[src/rtl/load_store_unit.sv]
// ---------------------------------------------------------------------------
// load_store_unit
//
// Memory-side engine for load/store instructions. Decodes opcode/funct3 of
// the instruction handed over from EX, runs one req/ack data-memory bus
// cycle, and aligns plus sign/zero-extends read data into ddt_o. The
// pipeline stalls on busy_o until the access completes, faults on a
// misaligned address, or is aborted by the bus timeout.
//
// Parameters
//   TIMEOUT      max cycles mem_req_o stays high without mem_ack_i (>=1)
//
// Ports
//   clk_i        clock, all state updates on the rising edge
//   rst_i        synchronous reset, active-high
//   start_i      1-cycle request, sampled only while idle
//   inst_i       instruction: opcode = [6:0], funct3 = [14:12]
//   addr_i       effective byte address (ALU result)
//   wdata_in_i   store source (rs2), data in the low bits
//   busy_o       access in flight (pipeline stall)
//   done_o       1-cycle pulse, access completed successfully
//   ddt_o        aligned/extended load data, held until the next load
//   misalign_o   1-cycle pulse, misaligned access, no bus cycle issued
//   bus_err_o    1-cycle pulse, timeout expired, access aborted
//   mem_req_o    bus request, held until ack or timeout
//   mem_we_o     1 = store, 0 = load
//   mem_addr_o   word address {addr[31:2], 2'b00}
//   mem_wstrb_o  byte strobes for stores, zero otherwise
//   mem_wdata_o  store data replicated into its lane positions
//   mem_rdata_i  read word, sampled in the ack cycle
//   mem_ack_i    completion, ignored unless mem_req_o is high
// ---------------------------------------------------------------------------
module load_store_unit #(
  parameter int unsigned TIMEOUT = 16
) (
  input  logic        clk_i,
  input  logic        rst_i,
  input  logic        start_i,
  input  logic [31:0] inst_i,
  input  logic [31:0] addr_i,
  input  logic [31:0] wdata_in_i,
  output logic        busy_o,
  output logic        done_o,
  output logic [31:0] ddt_o,
  output logic        misalign_o,
  output logic        bus_err_o,
  output logic        mem_req_o,
  output logic        mem_we_o,
  output logic [31:0] mem_addr_o,
  output logic [3:0]  mem_wstrb_o,
  output logic [31:0] mem_wdata_o,
  input  logic [31:0] mem_rdata_i,
  input  logic        mem_ack_i
);

  // Counter only needs to hold 0 .. TIMEOUT-1.
  localparam int unsigned CNT_W = (TIMEOUT < 2) ? 1 : $clog2(TIMEOUT);

  localparam logic [1:0] ST_IDLE  = 2'd0;
  localparam logic [1:0] ST_REQ   = 2'd1;
  localparam logic [1:0] ST_RESP  = 2'd2;
  localparam logic [1:0] ST_FAULT = 2'd3;

  localparam logic [6:0] OP_LOAD  = 7'b0000011;
  localparam logic [6:0] OP_STORE = 7'b0100011;

  // Selects and extends the addressed byte/half of a read word.
  function automatic logic [31:0] load_align(input logic [2:0]  f3,
                                             input logic [1:0]  off,
                                             input logic [31:0] rd);
    logic [31:0] shifted;
    logic [15:0] half;
    shifted = rd >> {off, 3'b000};
    half    = off[1] ? rd[31:16] : rd[15:0];
    case (f3)
      3'b000:  load_align = {{24{shifted[7]}}, shifted[7:0]};
      3'b001:  load_align = {{16{half[15]}}, half};
      3'b010:  load_align = rd;
      3'b100:  load_align = {24'h000000, shifted[7:0]};
      3'b101:  load_align = {16'h0000, half};
      default: load_align = 32'h0000_0000;
    endcase
  endfunction

  // Byte strobes for a store of size f3[1:0] at byte offset off.
  function automatic logic [3:0] store_strb(input logic [2:0] f3,
                                            input logic [1:0] off);
    case (f3[1:0])
      2'b00:   store_strb = 4'b0001 << off;
      2'b01:   store_strb = off[1] ? 4'b1100 : 4'b0011;
      2'b10:   store_strb = 4'b1111;
      default: store_strb = 4'b0000;
    endcase
  endfunction

  // Replicates the store source so every lane carries it; strobes pick one.
  function automatic logic [31:0] store_data(input logic [2:0]  f3,
                                             input logic [31:0] wd);
    case (f3[1:0])
      2'b00:   store_data = {4{wd[7:0]}};
      2'b01:   store_data = {2{wd[15:0]}};
      2'b10:   store_data = wd;
      default: store_data = 32'h0000_0000;
    endcase
  endfunction

  logic [1:0]       state_q, state_d;
  logic [CNT_W-1:0] cnt_q, cnt_d;
  logic [2:0]       funct3_q, funct3_d;
  logic [1:0]       off_q, off_d;
  logic             is_load_q, is_load_d;
  logic             busy_q, busy_d;
  logic             done_q, done_d;
  logic             misalign_q, misalign_d;
  logic             bus_err_q, bus_err_d;
  logic             mem_req_q, mem_req_d;
  logic             mem_we_q, mem_we_d;
  logic [31:0]      mem_addr_q, mem_addr_d;
  logic [3:0]       mem_wstrb_q, mem_wstrb_d;
  logic [31:0]      mem_wdata_q, mem_wdata_d;
  logic [31:0]      ddt_q, ddt_d;

  logic [2:0]       funct3_s;
  logic             is_load_s;
  logic             is_store_s;
  logic             aligned_s;
  logic             unused_inst_s;

  assign funct3_s = inst_i[14:12];

  // Destination register and immediate bits are not needed here.
  assign unused_inst_s = ^{inst_i[31:15], inst_i[11:7]};

  // Decode: legal load/store opcode+funct3 and natural alignment of addr_i.
  always_comb begin
    is_load_s  = 1'b0;
    is_store_s = 1'b0;
    aligned_s  = 1'b0;
    if (inst_i[6:0] == OP_LOAD) begin
      case (funct3_s)
        3'b000, 3'b001, 3'b010, 3'b100, 3'b101: is_load_s = 1'b1;
        default:                                is_load_s = 1'b0;
      endcase
    end else if (inst_i[6:0] == OP_STORE) begin
      case (funct3_s)
        3'b000, 3'b001, 3'b010: is_store_s = 1'b1;
        default:                is_store_s = 1'b0;
      endcase
    end else begin
      is_load_s  = 1'b0;
      is_store_s = 1'b0;
    end
    case (funct3_s[1:0])
      2'b00:   aligned_s = 1'b1;
      2'b01:   aligned_s = ~addr_i[0];
      2'b10:   aligned_s = (addr_i[1:0] == 2'b00);
      default: aligned_s = 1'b0;
    endcase
  end

  // Next-state logic: FSM, timeout counter and all registered outputs.
  always_comb begin
    state_d     = state_q;
    cnt_d       = cnt_q;
    funct3_d    = funct3_q;
    off_d       = off_q;
    is_load_d   = is_load_q;
    busy_d      = 1'b0;
    done_d      = 1'b0;
    misalign_d  = 1'b0;
    bus_err_d   = 1'b0;
    mem_req_d   = mem_req_q;
    mem_we_d    = mem_we_q;
    mem_addr_d  = mem_addr_q;
    mem_wstrb_d = mem_wstrb_q;
    mem_wdata_d = mem_wdata_q;
    ddt_d       = ddt_q;

    case (state_q)
      ST_IDLE: begin
        if (start_i && (is_load_s || is_store_s)) begin
          funct3_d  = funct3_s;
          off_d     = addr_i[1:0];
          is_load_d = is_load_s;
          if (aligned_s) begin
            state_d     = ST_REQ;
            cnt_d       = {CNT_W{1'b0}};
            busy_d      = 1'b1;
            mem_req_d   = 1'b1;
            mem_we_d    = is_store_s;
            mem_addr_d  = {addr_i[31:2], 2'b00};
            mem_wstrb_d = is_store_s ? store_strb(funct3_s, addr_i[1:0]) : 4'b0000;
            mem_wdata_d = is_store_s ? store_data(funct3_s, wdata_in_i) : 32'h0000_0000;
          end else begin
            // No bus cycle for a misaligned access.
            state_d    = ST_FAULT;
            misalign_d = 1'b1;
          end
        end else begin
          state_d = ST_IDLE;
        end
      end

      ST_REQ: begin
        // Ack is checked first so it wins over a timeout in the same cycle.
        if (mem_ack_i) begin
          state_d     = ST_RESP;
          done_d      = 1'b1;
          mem_req_d   = 1'b0;
          mem_we_d    = 1'b0;
          mem_wstrb_d = 4'b0000;
          mem_wdata_d = 32'h0000_0000;
          if (is_load_q) begin
            ddt_d = load_align(funct3_q, off_q, mem_rdata_i);
          end else begin
            ddt_d = ddt_q;
          end
        end else if (cnt_q == CNT_W'(TIMEOUT - 1)) begin
          state_d     = ST_FAULT;
          bus_err_d   = 1'b1;
          mem_req_d   = 1'b0;
          mem_we_d    = 1'b0;
          mem_wstrb_d = 4'b0000;
          mem_wdata_d = 32'h0000_0000;
        end else begin
          cnt_d  = cnt_q + CNT_W'(1);
          busy_d = 1'b1;
        end
      end

      ST_RESP: begin
        state_d = ST_IDLE;
      end

      ST_FAULT: begin
        state_d = ST_IDLE;
      end

      default: begin
        state_d     = ST_IDLE;
        mem_req_d   = 1'b0;
        mem_we_d    = 1'b0;
        mem_wstrb_d = 4'b0000;
        mem_wdata_d = 32'h0000_0000;
      end
    endcase
  end

  // State and output registers with synchronous reset.
  always_ff @(posedge clk_i) begin
    if (rst_i) begin
      state_q     <= ST_IDLE;
      cnt_q       <= {CNT_W{1'b0}};
      funct3_q    <= 3'b000;
      off_q       <= 2'b00;
      is_load_q   <= 1'b0;
      busy_q      <= 1'b0;
      done_q      <= 1'b0;
      misalign_q  <= 1'b0;
      bus_err_q   <= 1'b0;
      mem_req_q   <= 1'b0;
      mem_we_q    <= 1'b0;
      mem_addr_q  <= 32'h0000_0000;
      mem_wstrb_q <= 4'b0000;
      mem_wdata_q <= 32'h0000_0000;
      ddt_q       <= 32'h0000_0000;
    end else begin
      state_q     <= state_d;
      cnt_q       <= cnt_d;
      funct3_q    <= funct3_d;
      off_q       <= off_d;
      is_load_q   <= is_load_d;
      busy_q      <= busy_d;
      done_q      <= done_d;
      misalign_q  <= misalign_d;
      bus_err_q   <= bus_err_d;
      mem_req_q   <= mem_req_d;
      mem_we_q    <= mem_we_d;
      mem_addr_q  <= mem_addr_d;
      mem_wstrb_q <= mem_wstrb_d;
      mem_wdata_q <= mem_wdata_d;
      ddt_q       <= ddt_d;
    end
  end

  assign busy_o      = busy_q;
  assign done_o      = done_q;
  assign misalign_o  = misalign_q;
  assign bus_err_o   = bus_err_q;
  assign mem_req_o   = mem_req_q;
  assign mem_we_o    = mem_we_q;
  assign mem_addr_o  = mem_addr_q;
  assign mem_wstrb_o = mem_wstrb_q;
  assign mem_wdata_o = mem_wdata_q;
  assign ddt_o       = ddt_q;

endmodule

[config.mk]
export PLATFORM = sky130hd
export DESIGN_NAME = load_store_unit
export DESIGN_NICKNAME = d
export VERILOG_FILES = /design/src/rtl/load_store_unit.sv
export SDC_FILE = /design/constraint.sdc
export NUM_CORES = 1
export LEC_CHECK = 0
export CELL_PAD_IN_SITES_DETAIL_PLACEMENT = 1
export CELL_PAD_IN_SITES_GLOBAL_PLACEMENT = 1
export CORE_MARGIN = 3
export CORE_UTILIZATION = 31
export CTS_CLUSTER_SIZE = 28
export DETAILED_ROUTE_END_ITERATION = 6
export PLACE_DENSITY_LB_ADDON = 0.1
export SYNTH_ARGS = -nofsm -noshare
export SYNTH_HDL_FRONTEND = slang
export SYNTH_SLANG_ARGS = --single-unit
[constraint.sdc]
create_clock -name clk_i -period 3.7 [get_ports clk_i]
set_clock_uncertainty 0.1 [all_clocks]
set_input_delay 0.74 -clock clk_i [delete_from_list [all_inputs] [get_ports clk_i]]
set_output_delay 0.74 -clock clk_i [all_outputs]
set_load 0.05 [all_outputs]
# Yosys cells after proc, flatten, opt, wreduce, memory -nomap -nowiden
# Cells that the tools add are included.
# word_totals
register_bits	116
inputBits	132
output_inout_bits	106
elab_cells	111
# op_classes
add_sub_neg	1
eq_ne	21
n_shift	2
n_mux	49
bitwise	4
reduce_logical	19
# ops
op	n
$mux 32	5
$pmux 32 s5	1
$pmux 32 s3	1
$pmux 32 s2	1
$mux 4	10
$shr 32x5->8	1
$mux 1	18
$mux 16	1
$pmux 4 s2	2
$eq 3x3->1 const B	4
$pmux 4 s3	1
$reduce_or 3->1	3
$mux 2	4
$ne 2x2->1 const B	4
$eq 7x2->1 const B	1
$eq 7x6->1 const B	1
$eq 2x2->1 const B	3
$eq 3x1->1 const B	2
$eq 3x2->1 const B	2
$logic_not 2->1	3
$logic_not 3->1	2
$pmux 1 s2	3
$pmux 2 s3	1
$reduce_and 3->1	2
other kinds (15)	20

# Longest topological paths before layout
# Gate-level depths: netlist of the first run.
# depth
word_depth	9
mapped_depth	8

# Worst setup path after synthesis of the first run
# OpenSTA, ideal clock, no wires.
# synth_path
kind	in2reg
from	input inst_i[13]
to	register mem_wdata_q[14] (netlist: mem_wdata_o[14])
setup_time_ns	0.117
arrival_time_ns	2.141
slack_ns	1.342
path_stages	7
path_cell_list	buf_2 > a211oi_1 > nand4_2 > a22oi_1 > nor2_1 > buf_2 > a22o_1
# synth_via
elab_chain_len	9
# synth_rtl
element	line	source
start: declaration	39	input logic [31:0] inst_i,
$eq 3x1->1, or another cell as far along	140, 145	
$reduce_or 3->1	145	case (funct3_s)
$mux 1	145	
$mux 1	144	end else if (inst_i[6:0] == OP_STORE) begin
$mux 1	139	if (inst_i[6:0] == OP_LOAD) begin
$mux 32 or $logic_or 1x1->1 (tied branches)	193, 181	
$mux 32 or $logic_and 1x1->1 (tied branches)	185, 181	
$mux 32 or $ne 2x2->1 (tied branches)	n/a	
$pmux 32 s2 or $reduce_and 4->1 (tied branches)	n/a	
end signal: assignment	281	mem_wdata_q <= mem_wdata_d;
end: declaration	120	logic [31:0] mem_wdata_q, mem_wdata_d;
# Parallel ways exist; a longest one is shown, timed or not. The select of a mux whose other input is x is not followed.
# A chain may end at the register's enable or synchronous reset.

# Worst setup path after layout of the first run
# layout_path
from	input mem_ack_i
to	register ddt_q[22] (netlist: ddt_o[22])
# layout_via
elab_chain_len	1
# layout_rtl
element	line	source
start: declaration	53	input logic mem_ack_i
$reduce_and 3->1 (no source line)	n/a	
end signal: assignment	282	ddt_q <= ddt_d;
end: declaration	121	logic [31:0] ddt_q, ddt_d;
# No other way between the ends.

==> results of run 1 <==
## metal layers
| metal | wire (um) | GRT usage |
|---|---|---|
| met4 | 286 | 0.0672 |
| met3 | 1600 | 0.0923 |
| met1 | 7000 | 0.225 |
| met2 | 8390 | 0.339 |
| met5 | 27 | 0 |
## cell usage after synthesis (6+ instances only)
library cell	instances
dfxtp_1	116
nand2_1	97
a21oi_1	59
o21ai_0	29
a22o_1	27
nor2_1	23
clkbuf_1	18
buf_2	14
a221oi_1	13
a221o_2	11
nor2b_1	10
o2bb2ai_1	10
a21o_1	7
a22oi_1	7
mux2_2	7
mux2i_1	7
nand2b_1	6
nor3_1	6
## state kept, by name, summed over array words and instances, names as in the netlist, 2 cells and up
| signal | flops |
|---|---|
| ddt_o | 32 |
| mem_wdata_o | 32 |
| mem_addr_o | 30 |
| cnt_q | 4 |
| mem_wstrb_o | 4 |
| funct3_q | 3 |
| off_q | 2 |
| state_q | 2 |
## stage by stage
stage	instance area, um2	hold WS [ns]	cells	utilization	power [mW]
finish	7680	0.352	954	0.503	3.10
global route	7680	0.371	954	0.503	3.22
CTS	7680	0.355	954	0.503	3.15
detailed placement	7100	0.346	923	0.466	1.52
global placement	7100	0.336	923	0.466	1.52
floorplan	4840	0.378	531	-	1.37
## worst reg2reg max path, delay by kind of cell (launching register included)
| family | cells | cell delay [ns] |
|---|---|---|
| AND/OR/NAND/NOR | 4 | 1.64 |
| flip-flops | 1 | 0.40 |
| AO/OA/AOI/OAI | 1 | 0.31 |
## worst min-delay path by stage
stage	to
2_1_floorplan	cnt_q[1]$_SDFFE_PP0P_
3_3_place_gp	mem_we_o$_SDFFE_PP0P_
3_5_place_dp	mem_we_o$_SDFFE_PP0P_
4_1_cts	mem_addr_o[6]$_SDFFE_PP0P_
5_1_grt	ddt_o[9]$_SDFFE_PP0P_
6_report	mem_addr_o[6]$_SDFFE_PP0P_
## area by class of cell
class                      count  area (um2)  share of cell area
inverter                       3        11.3             0.00147
clock inverter                 4        70.1             0.00913
clock buffer                  27         503              0.0655
multi-input combinational    369        2300               0.299
timing repair buffer         224        2210               0.288
tap                          211         264              0.0344
sequential                   116        2320               0.302
## cell families after synthesis
kind of cell / count (synthesis) / share of synthesized area
compound gates: 188 / 0.277
xor+xnor: 2 / 0.00362
fa+ha+maj: 1 / 0.00259
buf+inv: 46 / 0.0478
flops: 116 / 0.480
mux: 15 / 0.0354
other cells: 1 / 0.000775
simple gates: 161 / 0.153
## power by group
group	switching [mW]	internal (mW)	leakage, nW
clock network	0.550	1.06	0.281
logic	0.109	0.136	1.59
registers	0.000793	1.25	0.934
==> impl_metrics.toml, run 1 <==
[run_status]
status = "completed"

[clock_network]
cts_sinks = 116
cts_buffers = 17
insertion_delay_ns = 0.42
h-tree-depth = 4
ctsHoldBuffers = 0
root_buffer = "clkbuf_16"
cts_buffer_depth = 2
post_cts_buffers = 0
cts_tree = "done"
cts.repair.resized = 0
clk_pin_slew_worst_paths_ns = 0.05

[layout]
fillCellCount = 1701
area_growth_pct = 58.7
final_nets = 864
antenna_cells = 0
drive_above_1_share = 0.0902
mostFrequentLayoutCells = "clkdlybuf4s50_1, dfxtp_1, nand2_1"
final_common_cell = "clkdlybuf4s50_1"

[setup_path]
cp_slowest_cell = "nor2_1"
path_cells = "clkdlybuf4s50_1, nand3_2, or2_1, nor2_1, a221o_2"
slowest_delay_ns = 0.89
start_kind = "primary input"
crit_path_end_kind = "flip-flop"
r2r_start = "state_q[0]$_SDFFE_PP0N_"
critPathCapture = "ddt_o[22]$_SDFFE_PP0P_"
critPathTopFamily = "simple AND/OR/NAND/NOR gates"
r2r_cells = 5
path_buf_inv = 1
required_ns = 3.96
r2r-end = "ddt_o[22]$_SDFFE_PP0P_"
arrival_ns = 3.08
cp_max_fo = 16
reg2reg_slack_ns = 1.20
worstSetupPathDepth = 5
critical_path_class = "in2reg"
startpoint = "mem_ack_i"

[detailed_routing]
drc = 0
wirelength_um = 17300
antenna_left = 0
vias = 4844
wl_per_cell_um = 18.1
dr.pass1.iters = 4
drtIter0Drc = 166
via_per_inst = 5.08

[yosys]
ys_seq_area_frac = 0.480
synth_area_per_cell_um2 = 9.13
async_flop_share = 0
yosys.area.top_type = "dfxtp_1"
netlist.area_leader.share = 0.480
ys_seq_elements = 116
synth_area_leaders = "dfxtp_1, nand2_1, a21oi_1"
synth_edf_count = 0
ys.warnings.count = 0
netlist_area_mm2 = 0.00484
synth_cells = 530
ys_types = 57
synth_top_flop_cell = "dfxtp_1"

[place]
dp_worst_setup_slack_ns = 0.485
io_buffers = 213
dpl.hpwl_um = 12700
place.gp.congestion = 0.787

[die]
die_w_um = 131
ios = 238
core-area_mm2 = 0.0153
initial_utilization = 0.317
rows = 45
die-area_mm2 = 0.0171
die_h_um = 131

[sta]
fin_ws_ns = 0.881
final_max_slew_viol_count = 0
rsz0062_at_grt = "false"
tightest_slew_ns = 1.08
fin_setup_tns_ns = 0
hold_viol_final = 0
slew_headroom = 0.276
setup_viol_count_final = 0
period_share = 0.762
min_period_ns = 2.82
max_freq_mhz = 355

[pwr]
leakage_nw = 2.80
powerDensity_mw_per_mm2 = 404
peakVddDrop_mv = 0.352

[global_route]
antenna_found_initial = 2
first_global_vias = 5053
track_usage = 0.201
overflow = 0
grt_max_degree = 38
grt_pass1_wl_um = 26500

[flow_run]
cap_violations = 0

[worst_hold_path]
hp-start = "mem_addr_o[6]$_SDFFE_PP0P_"
hold_depth = 2
holdCritPathClass = "reg2reg"
No activity file was read; power rests on OpenSTA's default activity.
==> run 2: changes to the inputs <==
- CORE_UTILIZATION: 31 -> 26
- clock period: 3.7 -> 2.5 ns (I/O delays scaled with it)
==> run 2 against run 1 <==
Effect of this change: critical endpoint unchanged; sequential share of layout area decreased by 0.72 points; die area increased by 18%; utilization decreased by 7.0 points.
==> impl_metrics.toml, run 2 (synthesized netlist as in run 1, its figures left out) <==
[setup_path]
cp_slowest_cell = "nor2_1"
critical_path_class = "reg2reg"
cp_max_fo = 16
reg2reg_slack_ns = 0.21
path_cells = "nor2b_4, nand3_2, or2_1, nor2_1, a221o_2"
path_buf_inv = 0
required_ns = 2.75
slowest_delay_ns = 0.80
start_kind = "flip-flop"
crit_path_end_kind = "flip-flop"
arrival_ns = 2.53
critPathTopFamily = "simple AND/OR/NAND/NOR gates"

[clock_network]
h-tree-depth = 4
ctsHoldBuffers = 0
cts_buffers = 17
cts.repair.resized = 0
cts_tree = "done"
cts_sinks = 116
post_cts_buffers = 0
cts_buffer_depth = 2
insertion_delay_ns = 0.40
root_buffer = "clkbuf_16"
clk_pin_slew_worst_paths_ns = 0.05

[sta]
max_freq_mhz = 438
tightest_slew_ns = 1.01
period_share = 0.914
slew_headroom = 0.323
fin_ws_ns = 0.215
rsz0062_at_grt = "false"
final_max_slew_viol_count = 0
hold_viol_final = 0
min_period_ns = 2.29
setup_viol_count_final = 0

[worst_hold_path]
holdCritPathClass = "reg2reg"

[place]
place.gp.congestion = 0.818
placed_cells = 958
dpl.hpwl_um = 13200
dp_worst_setup_slack_ns = -0.175
io_buffers = 213

[flow_run]
cap_violations = 0

[die]
initial_utilization = 0.267
die-area_mm2 = 0.0203
die_w_um = 142
ios = 238
rows = 49
die_h_um = 142
core-area_mm2 = 0.0181

[global_route]
track_usage = 0.173
first_global_vias = 5216
grt_max_degree = 40
grt_pass1_wl_um = 27900
antenna_found_initial = 0
overflow = 0

[layout]
multiInputGateArea_mm2 = 0.00230
mostFrequentLayoutCells = "clkdlybuf4s50_1, dfxtp_1, nand2_1"
fillCellCount = 2088
area_growth_pct = 62.6
drive_above_1_share = 0.111
antenna_cells = 0
final_nets = 881
final_common_cell = "clkdlybuf4s50_1"
seq_area_mm2 = 0.00232
final_cells = 987

[detailed_routing]
wl_met2_um = 8360
vias = 4863
drc = 0
highest_layer = "met4"
dr.pass1.iters = 4
wl_per_cell_um = 17.9
antenna_left = 0
wirelength_um = 17600
drt-met1-wl_um = 7360
via_per_inst = 4.93
drtIter0Drc = 178
wl_met3_um = 1520

[pwr]
leakage_nw = 2.89
power.total_mw = 4.55
peakVddDrop_mv = 0.448
powerDensity_mw_per_mm2 = 579

[run_status]
status = "completed"
==> run 2: layout make-up <==
class                           count  area share
Multi-Input combinational cell    369       0.292
Tap cell                          229      0.0364
Inverter                            3     0.00143
Clock inverter                      6      0.0102
Clock buffer                       23      0.0595
Timing Repair Buffer              241       0.305
Sequential cell                   116       0.295
==> run 2: worst reg2reg max path: stages (launching register included) <==
cell and delay [ns]:
dfxtp_1 0.39, nor2b_4 0.26, nand3_2 0.10, or2_1 0.28
nor2_1 0.80, a221o_2 0.30
==> run 2: path summary, 6_finish.rpt <==
path	start	to	cells after the start
worst max-delay path	state_q[0]$_SDFFE_PP0N_	ddt_o[22]$_SDFFE_PP0P_	5
worst min-delay path	mem_addr_o[30]$_SDFFE_PP0P_	mem_addr_o[30]$_SDFFE_PP0P_	2
worst max register to register	state_q[0]$_SDFFE_PP0N_	ddt_o[22]$_SDFFE_PP0P_	5
worst min register to register	mem_addr_o[30]$_SDFFE_PP0P_	mem_addr_o[30]$_SDFFE_PP0P_	2
==> run 2: power breakdown <==
group	leakage (nW)	total (mW)	switching [mW]	internal [mW]
logic	1.69	0.385	0.166	0.219
clock network	0.273	2.31	0.820	1.49
registers	0.934	1.85	0.00108	1.85
total	2.89	4.55	0.987	3.56
==> run 2: metal layers <==
metal	up-vias	GRT usage
li1	2359	-
met1	2320	0.200
met2	157	0.289
met3	27	0.0699
met4	0	0.0650
met5	-	0
==> run 2: per-stage QoR <==
stage | util | hold WS, ns | TNS, ns | instance area [um2]
after global placement | 0.403 | 0.338 | -7.43 | 7320
after global routing | 0.433 | 0.372 | 0 | 7870
final | 0.433 | 0.353 | 0 | 7870
after floorplan | - | 0.378 | 0 | 4840
after CTS | 0.433 | 0.356 | 0 | 7870
after detailed placement | 0.403 | 0.346 | -4.80 | 7320
==> run 3: changes to the inputs <==
- CELL_PAD_IN_SITES_DETAIL_PLACEMENT: 1 -> default
- CELL_PAD_IN_SITES_GLOBAL_PLACEMENT: 1 -> default
- CORE_UTILIZATION: 26 -> 35
- PLACE_DENSITY: default -> 0.81
- PLACE_DENSITY_LB_ADDON: 0.1 -> default
- clock period: 2.5 -> 2.1 ns (I/O delays scaled with it)
==> run 3 against run 2 <==
Effect of this change: sequential power increased by 19%; clock power increased by 26%; global-route usage increased by 2.8 points; flip-flop and latch count unchanged; worst setup slack got worse by 0.18 ns; routed wire length decreased by 11%; power increased by 23%; combinational power increased by 22%; design area increased by 3.7%; die area decreased by 25%; critical endpoint is now ddt_o[29]; register-to-register slack got worse by 0.08 ns; critical path depth decreased by 4.
==> impl_metrics.toml, run 3 (synthesized netlist as in run 1, its figures left out) <==
[setup_path]
cp_slowest_cell = "clkdlybuf4s50_1"
r2r_start = "off_q[1]$_SDFFE_PP0P_"
cp_max_fo = 2
startpoint = "ddt_o[29]$_SDFFE_PP0P_"
critPathTopFamily = "buffers and inverters"
crit_path_end_kind = "output port"
path_cells = "clkdlybuf4s50_1"
start_kind = "flip-flop"
required_ns = 1.58
critical_path_class = "reg2out"
path_buf_inv = 1
slowest_delay_ns = 0.81
arrival_ns = 1.54

[layout]
final_area_mm2 = 0.00816
antenna_cells = 0
drive_above_1_share = 0.168
final_nets = 906
final_common_cell = "clkdlybuf4s50_1"
fillCellCount = 1134
seq_area_mm2 = 0.00232
mostFrequentLayoutCells = "clkdlybuf4s50_1, dfxtp_1, nand2_1"
multiInputGateArea_mm2 = 0.00232
area_growth_pct = 68.6

[detailed_routing]
wl_per_cell_um = 16.4
dr.pass1.iters = 5
drc = 0
via_per_inst = 5.18
wirelength_um = 15800
antenna_left = 0
drtIter0Drc = 464
vias = 4983

[global_route]
first_global_vias = 4675
overflow = 0
track_usage = 0.201
grt_max_degree = 49
antenna_found_initial = 0
grt_pass1_wl_um = 23900

[flow_run]
cap_violations = 0

[clock_network]
cts_sinks = 116
root_buffer = "clkbuf_16"
ctsHoldBuffers = 0
clk_pin_slew_worst_paths_ns = 0.05
insertion_delay_ns = 0.41
cts_buffers = 17
cts_tree = "done"
h-tree-depth = 4
cts_buffer_depth = 2

[die]
ios = 238
die_h_um = 124
rows = 42
die-area_mm2 = 0.0153
die_w_um = 124
initial_utilization = 0.361
core-area_mm2 = 0.0134

[sta]
tightest_slew_ns = 0.637
period_share = 0.981
min_period_ns = 2.06
final_max_slew_viol_count = 0
setup_viol_count_final = 0
max_freq_mhz = 485
hold_viol_final = 0
slew_headroom = 0.575

[pwr]
p_sw_mw = 1.23
peakVddDrop_mv = 0.603
powerDensity_mw_per_mm2 = 686
combPwrFrac = 0.084
swShare = 0.219
leakage_nw = 4.25
p_int_mw = 4.37
clock_power_share = 0.522
power_frac_seq = 0.394
power.total_mw = 5.59

[place]
dpl_cell_area_mm2 = 0.00740
io_buffers = 213
dpl.hpwl_um = 11500
place.gp.congestion = 0.887

[worst_hold_path]
holdCritPathClass = "in2reg"
hp-start = "rst_i"

[run_status]
status = "completed"
-- run 3: what timing repair did --
action / 4_1_cts / 5_1_grt
setup buffers: 0 / 1
setup endpoints to repair: 43 / 82
gates resized for setup: 27 / 61
pin swaps: 1 / 1
-- run 3: metrics by stage --
stage / instances / setup slack (ns) / TNS (ns) / hold slack, ns / utilization
floorplan: 531 / 0.0621 / 0 / 0.378 / -
global placement: 929 / -0.420 / -36.75 / 0.334 / 0.552
detailed placement: 929 / -0.448 / -40.67 / 0.339 / 0.552
CTS: 961 / 0.000291 / 0 / 0.169 / 0.595
global route: 962 / -0.000677 / -0.000677 / 0.166 / 0.609
finish: 962 / 0.0390 / 0 / 0.176 / 0.609
-- run 3: worst paths after layout --
check | end | depth (start not counted) | slack, ns
worst min register to register | ddt_o[6]$_SDFFE_PP0P_ | 1 | 0.34
worst max-delay path | ddt_o[29] | 1 | 0.04
worst max register to register | ddt_o[7]$_SDFFE_PP0P_ | 6 | 0.13
worst min-delay path | off_q[1]$_SDFFE_PP0P_ | 2 | 0.18
-- run 3: cell type report --
type / count / area share
sequential: 116 / 0.285
tap: 176 / 0.0270
multi-input combinational: 369 / 0.284
inverter: 3 / 0.00138
clock inverter: 13 / 0.0193
timing repair buffer: 266 / 0.329
clock buffer: 19 / 0.0543
-- run 3: per-layer routing --
metal  vias to the layer above  part of all wire  GRT usage  wire (um)
met1                      2302              0.41      0.245       6480
met4                         0             0.029     0.0747        456
met2                       227              0.47      0.321       7340
met3                        34             0.095     0.0808       1500
met5                         -                 0          0          0
li1                       2420                 -          -          -
-- run 3: power by group through the flow --
stage               logic [mW]  clock network (mW)  registers (mW)
global placement         0.459                   0            2.25
floorplan                0.152                   0            2.25
global route             0.504                3.06            2.20
CTS                      0.467                2.97            2.20
finish                   0.471                2.92            2.20
detailed placement       0.462                   0            2.25
